===== src/rtl/mem_port_arbiter.sv =====
// mem_port_arbiter
// Shares one synchronous-read memory port between the CPU datapath (LOAD/STOR)
// and the video scan-out reader. Each access takes three cycles: grant in IDLE,
// present the address (X_ADDR), capture the read data (X_DATA), then a one-cycle
// done pulse with the arbiter already back in IDLE. Round-robin on contention.
//
// Ports:
//   clk, reset                 clock; synchronous active-low reset
//   cpu_req/we/addr/wdata      CPU request; we/addr/wdata are sampled at grant
//   cpu_rdata, cpu_done        CPU read data (held) and completion pulse
//   vid_req/addr               video read request; addr is sampled at grant
//   vid_rdata, vid_done        video read data (held) and completion pulse
//   busy                       high whenever the FSM is outside IDLE
//   mem_addr/wdata/we/rdata    memory port; read data arrives one cycle after address

module mem_port_arbiter #(
    parameter int unsigned WIDTH     = 16,
    parameter int unsigned ADDR_BITS = 16
) (
    input  logic                 clk,
    input  logic                 reset,
    input  logic                 cpu_req,
    input  logic                 cpu_we,
    input  logic [ADDR_BITS-1:0] cpu_addr,
    input  logic [WIDTH-1:0]     cpu_wdata,
    output logic [WIDTH-1:0]     cpu_rdata,
    output logic                 cpu_done,
    input  logic                 vid_req,
    input  logic [ADDR_BITS-1:0] vid_addr,
    output logic [WIDTH-1:0]     vid_rdata,
    output logic                 vid_done,
    output logic                 busy,
    output logic [ADDR_BITS-1:0] mem_addr,
    output logic [WIDTH-1:0]     mem_wdata,
    output logic                 mem_we,
    input  logic [WIDTH-1:0]     mem_rdata
);

    typedef enum logic [2:0] {
        StIdle,
        StCpuAddr,
        StCpuData,
        StVidAddr,
        StVidData
    } state_e;

    localparam logic GrantCpu = 1'b0;
    localparam logic GrantVid = 1'b1;

    state_e               state_q, state_d;
    logic                 last_grant_q, last_grant_d;
    logic                 we_q, we_d;
    logic [ADDR_BITS-1:0] mem_addr_q, mem_addr_d;
    logic [WIDTH-1:0]     mem_wdata_q, mem_wdata_d;
    logic [WIDTH-1:0]     cpu_rdata_q, cpu_rdata_d;
    logic [WIDTH-1:0]     vid_rdata_q, vid_rdata_d;
    logic                 cpu_done_q, cpu_done_d;
    logic                 vid_done_q, vid_done_d;

    // A request still high during its own done cycle is the tail of the access
    // just finished, not a new one.
    logic cpu_elig, vid_elig;
    assign cpu_elig = cpu_req & ~cpu_done_q;
    assign vid_elig = vid_req & ~vid_done_q;

    // State register
    always_ff @(posedge clk) begin
        if (!reset) begin
            state_q      <= StIdle;
            last_grant_q <= GrantCpu;
            we_q         <= 1'b0;
            mem_addr_q   <= '0;
            mem_wdata_q  <= '0;
            cpu_rdata_q  <= '0;
            vid_rdata_q  <= '0;
            cpu_done_q   <= 1'b0;
            vid_done_q   <= 1'b0;
        end else begin
            state_q      <= state_d;
            last_grant_q <= last_grant_d;
            we_q         <= we_d;
            mem_addr_q   <= mem_addr_d;
            mem_wdata_q  <= mem_wdata_d;
            cpu_rdata_q  <= cpu_rdata_d;
            vid_rdata_q  <= vid_rdata_d;
            cpu_done_q   <= cpu_done_d;
            vid_done_q   <= vid_done_d;
        end
    end

    // Next-state logic
    always_comb begin
        state_d      = state_q;
        last_grant_d = last_grant_q;
        we_d         = we_q;
        mem_addr_d   = mem_addr_q;
        mem_wdata_d  = mem_wdata_q;
        cpu_rdata_d  = cpu_rdata_q;
        vid_rdata_d  = vid_rdata_q;
        cpu_done_d   = 1'b0;
        vid_done_d   = 1'b0;

        case (state_q)
            StIdle: begin
                // CPU wins if it is alone, or if both want the port and video went last.
                if (cpu_elig && (!vid_elig || last_grant_q == GrantVid)) begin
                    state_d      = StCpuAddr;
                    last_grant_d = GrantCpu;
                    we_d         = cpu_we;
                    mem_addr_d   = cpu_addr;
                    mem_wdata_d  = cpu_wdata;
                end else if (vid_elig) begin
                    state_d      = StVidAddr;
                    last_grant_d = GrantVid;
                    mem_addr_d   = vid_addr;
                end
            end
            StCpuAddr: state_d = StCpuData;
            StCpuData: begin
                if (!we_q) begin
                    cpu_rdata_d = mem_rdata;
                end
                cpu_done_d = 1'b1;
                state_d    = StIdle;
            end
            StVidAddr: state_d = StVidData;
            StVidData: begin
                vid_rdata_d = mem_rdata;
                vid_done_d  = 1'b1;
                state_d     = StIdle;
            end
            default: state_d = StIdle;
        endcase
    end

    // Outputs
    always_comb begin
        busy   = (state_q != StIdle);
        mem_we = (state_q == StCpuAddr) && we_q;
    end

    assign mem_addr  = mem_addr_q;
    assign mem_wdata = mem_wdata_q;
    assign cpu_rdata = cpu_rdata_q;
    assign vid_rdata = vid_rdata_q;
    assign cpu_done  = cpu_done_q;
    assign vid_done  = vid_done_q;

endmodule


===== config.mk =====
export PLATFORM = sky130hd
export DESIGN_NAME = mem_port_arbiter
export DESIGN_NICKNAME = d
export VERILOG_FILES = /design/src/rtl/mem_port_arbiter.sv
export SDC_FILE = /design/constraint.sdc
export NUM_CORES = 1
export LEC_CHECK = 0
export ABC_AREA = 0
export CAP_MARGIN = 20
export CORE_MARGIN = 3
export CORE_UTILIZATION = 40
export CTS_BUF_LIST = sky130_fd_sc_hd__clkbuf_8
export DETAILED_ROUTE_END_ITERATION = 8
export HOLD_SLACK_MARGIN = 0.02
export PLACE_DENSITY = 0.78
export SYNTH_ARGS = -nofsm -noshare
export SYNTH_HDL_FRONTEND = slang
export SYNTH_SLANG_ARGS = --single-unit

===== constraint.sdc =====
create_clock -name clk -period 1.8 [get_ports clk]
set_input_delay 0.27 -clock clk [delete_from_list [all_inputs] [get_ports clk]]
set_output_delay 0.27 -clock clk [all_outputs]
set_load 0.05 [all_outputs]

==> qor.csv <==
metric,value,unit
drt_iter0_markers,138,
netlist_area,2700,um^2
grt_pass1_vias,2582,
port_buffers,136,
worstRegToRegCells,3,
place_ws,-0.336,ns
gp_routability_congestion,0.793,
drive_gt1_share,9.11,%
final.setup.worst_slack,0.0395,ns
crit_path_end_kind,output port,
h-tree-depth,3,
p_leak,1.91,nW
antenna_found_initial,0,
critPathArrivalTime,1.49,ns
antenna_cells,0,
nFillCells,544,
grtUsageTotal,19.8,%
start_kind,register,
ys_types,23,
postCtsHoldBufs,0,
grt_max_degree,87,
place_inst,532,
synth_area_leaders,"dfxtp_1 53%, nand2_1 16%, a21boi_0 8.6%, o21ai_0 5.6%, a31oi_1 3.7%",
synth.net_count,402,
r2r_slack,0.17,ns
post_cts_buffers,0,
whs_path_depth,4,
total_power,4.33,mW
drt-vias-per-instance,4.99,
die_w,88.2,um
cts_buffer_depth,2,
worst-path-stages,1,
min_period,1.76,ns
hold_class,in2reg,
grt-ovfl-total,0,
hp-start,reset,
cts_buffers,9,
drv_slew,0,
finClkSkew,0.0100,ns
die_height,88.2,um
critical-path-top-delay-family,buffers and inverters,
critPathBufInv,1,
synth_top_area_share,52.6,%
core_area,6460,um^2
nets,536,
max_stage_delay,0.81,ns
clock_sinks,71,
drc_errors,0,
power_per_cell_area,976,nW/um^2
rows,29,
wl_per_cell,13.9,um
path_cells,clkdlybuf4s50_1,
min_to,mem_addr[11],
required,1.53,ns
reg2reg_from,state_q[2],
setup_tns,0,ns
cts_tree,yes,
clock_latency,0.34,ns
vias,2739,
clkSlewWorstSetupHoldPaths,0.07,ns
peakVddDrop,0.584,mV
syn-instance-count,333,
fin_crit_sh,97.8,%
ys_seq_area_share,52.6,%
cp_max_fo,2,
reg2reg_to,mem_wdata[15],
layout_commonest_cell,nand2_1,
status,finished clean,
areaGrowthSynthToFinish,64.4,%
hold_viol,0,
drt-pass1-iter-count,4,
grt_pass1_wl,12.1,mm
synth_seq_cells,71,
setup_viol,0,
fmax,568,MHz
die_area,7780,um^2
worstMarginPinSlew,0.648,ns
whs,0.438,ns
pin_count,137,
start_util,41.8,%
relSlewSlack,56.7,%
ant_nets,0,
drt_wl_total,7.64,mm
path_class,reg2out,
cp_slowest_cell,clkdlybuf4s50_1,
layout_common_cells,"116 x nand2_1, 107 x clkdlybuf4s50_1, 71 x dfxtp_1, 31 x a21boi_0, 30 x o21ai_0",
maxCapViolCount,0,
yosysTopAreaCell,dfxtp_1,
dp.final_hpwl,5.24,mm
synth_area_per_cell,8.11,um^2
yosys_warnings,0,
cts-root-buf,clkbuf_8,
fin_cells,549,
-- synth_stat cells, drive strengths merged --
library cell and instances:
a21boi 32, a21oi 2, a31oi 16, and2 2
and3 1, buf 8, clkbuf 15, dfxtp 71
nand2 116, nand2b 4, nand3 17, nor2 6
nor2b 1, nor3 4, nor3b 2, o21ai 34
or3 2
-- cell families after synthesis --
logic type | after synthesis | share of synthesized area, %
DFF | 71 | 52.6
buffers and inverters | 23 | 3.66
AOI/OAI and AO/OA | 84 | 19.4
and+or+nand+nor | 155 | 24.3
-- stage by stage --
stage / utilization (%) / instance area (um^2)
after global placement: 64.1 / 4140
after global routing: 68.8 / 4440
final: 68.8 / 4440
after detailed placement: 64.1 / 4140
after CTS: 68.1 / 4400
after floorplan: - / 2700
-- power by group --
group / internal, mW / switching (mW)
registers: 1.69 / 0.0626
clock network: 0.854 / 0.579
logic: 0.436 / 0.712
-- sequential cells by signal, indices dropped and copies added (netlist names) --
name and cells:
vid_done 1, we_q 1, vid_rdata 16, mem_addr 16
last_grant_q 1, mem_wdata 16, cpu_rdata 16, cpu_done 1
state_q 3
-- what timing repair did --
item | 4_1_cts | 5_1_grt
setup endpoints to repair | 18 | 18
cloned | 1 | 0
pin swaps | 1 | 0
gates resized for setup | 3 | 18
-- worst max path at each step --
stage / from / endpoint / slack [ns]
4_1_cts: cpu_rdata[14] / cpu_rdata[14] / 0.02
3_5_place_dp: cpu_req / mem_wdata[2] / -0.34
5_1_grt: cpu_rdata[1] / cpu_rdata[1] / -0.02
6_report: cpu_rdata[1] / cpu_rdata[1] / 0.04
2_1_floorplan: state_q[0] / mem_we / 0.05
3_3_place_gp: cpu_req / mem_wdata[3] / -0.25
-- routing by layer --
| metal | up-vias | part of all wire, % | track usage [%] |
|---|---|---|---|
| met5 | - | 0 | 0 |
| met4 | 0 | 1.3 | 7.97 |
| met3 | 10 | 8.9 | 7.06 |
| met2 | 106 | 46 | 31.4 |
| met1 | 1240 | 44 | 24.6 |
| li1 | 1383 | - | - |
-- area by class of cell --
cell class	count	area, um^2	area share, %
Timing Repair Buffer	145	1480	33.4
Sequential cell	71	1420	32.0
Multi-Input combinational cell	240	1210	27.2
Clock buffer	11	151	3.41
Tap cell	77	96.3	2.17
Clock inverter	5	80.1	1.80
(Power assumes the default switching activity.)
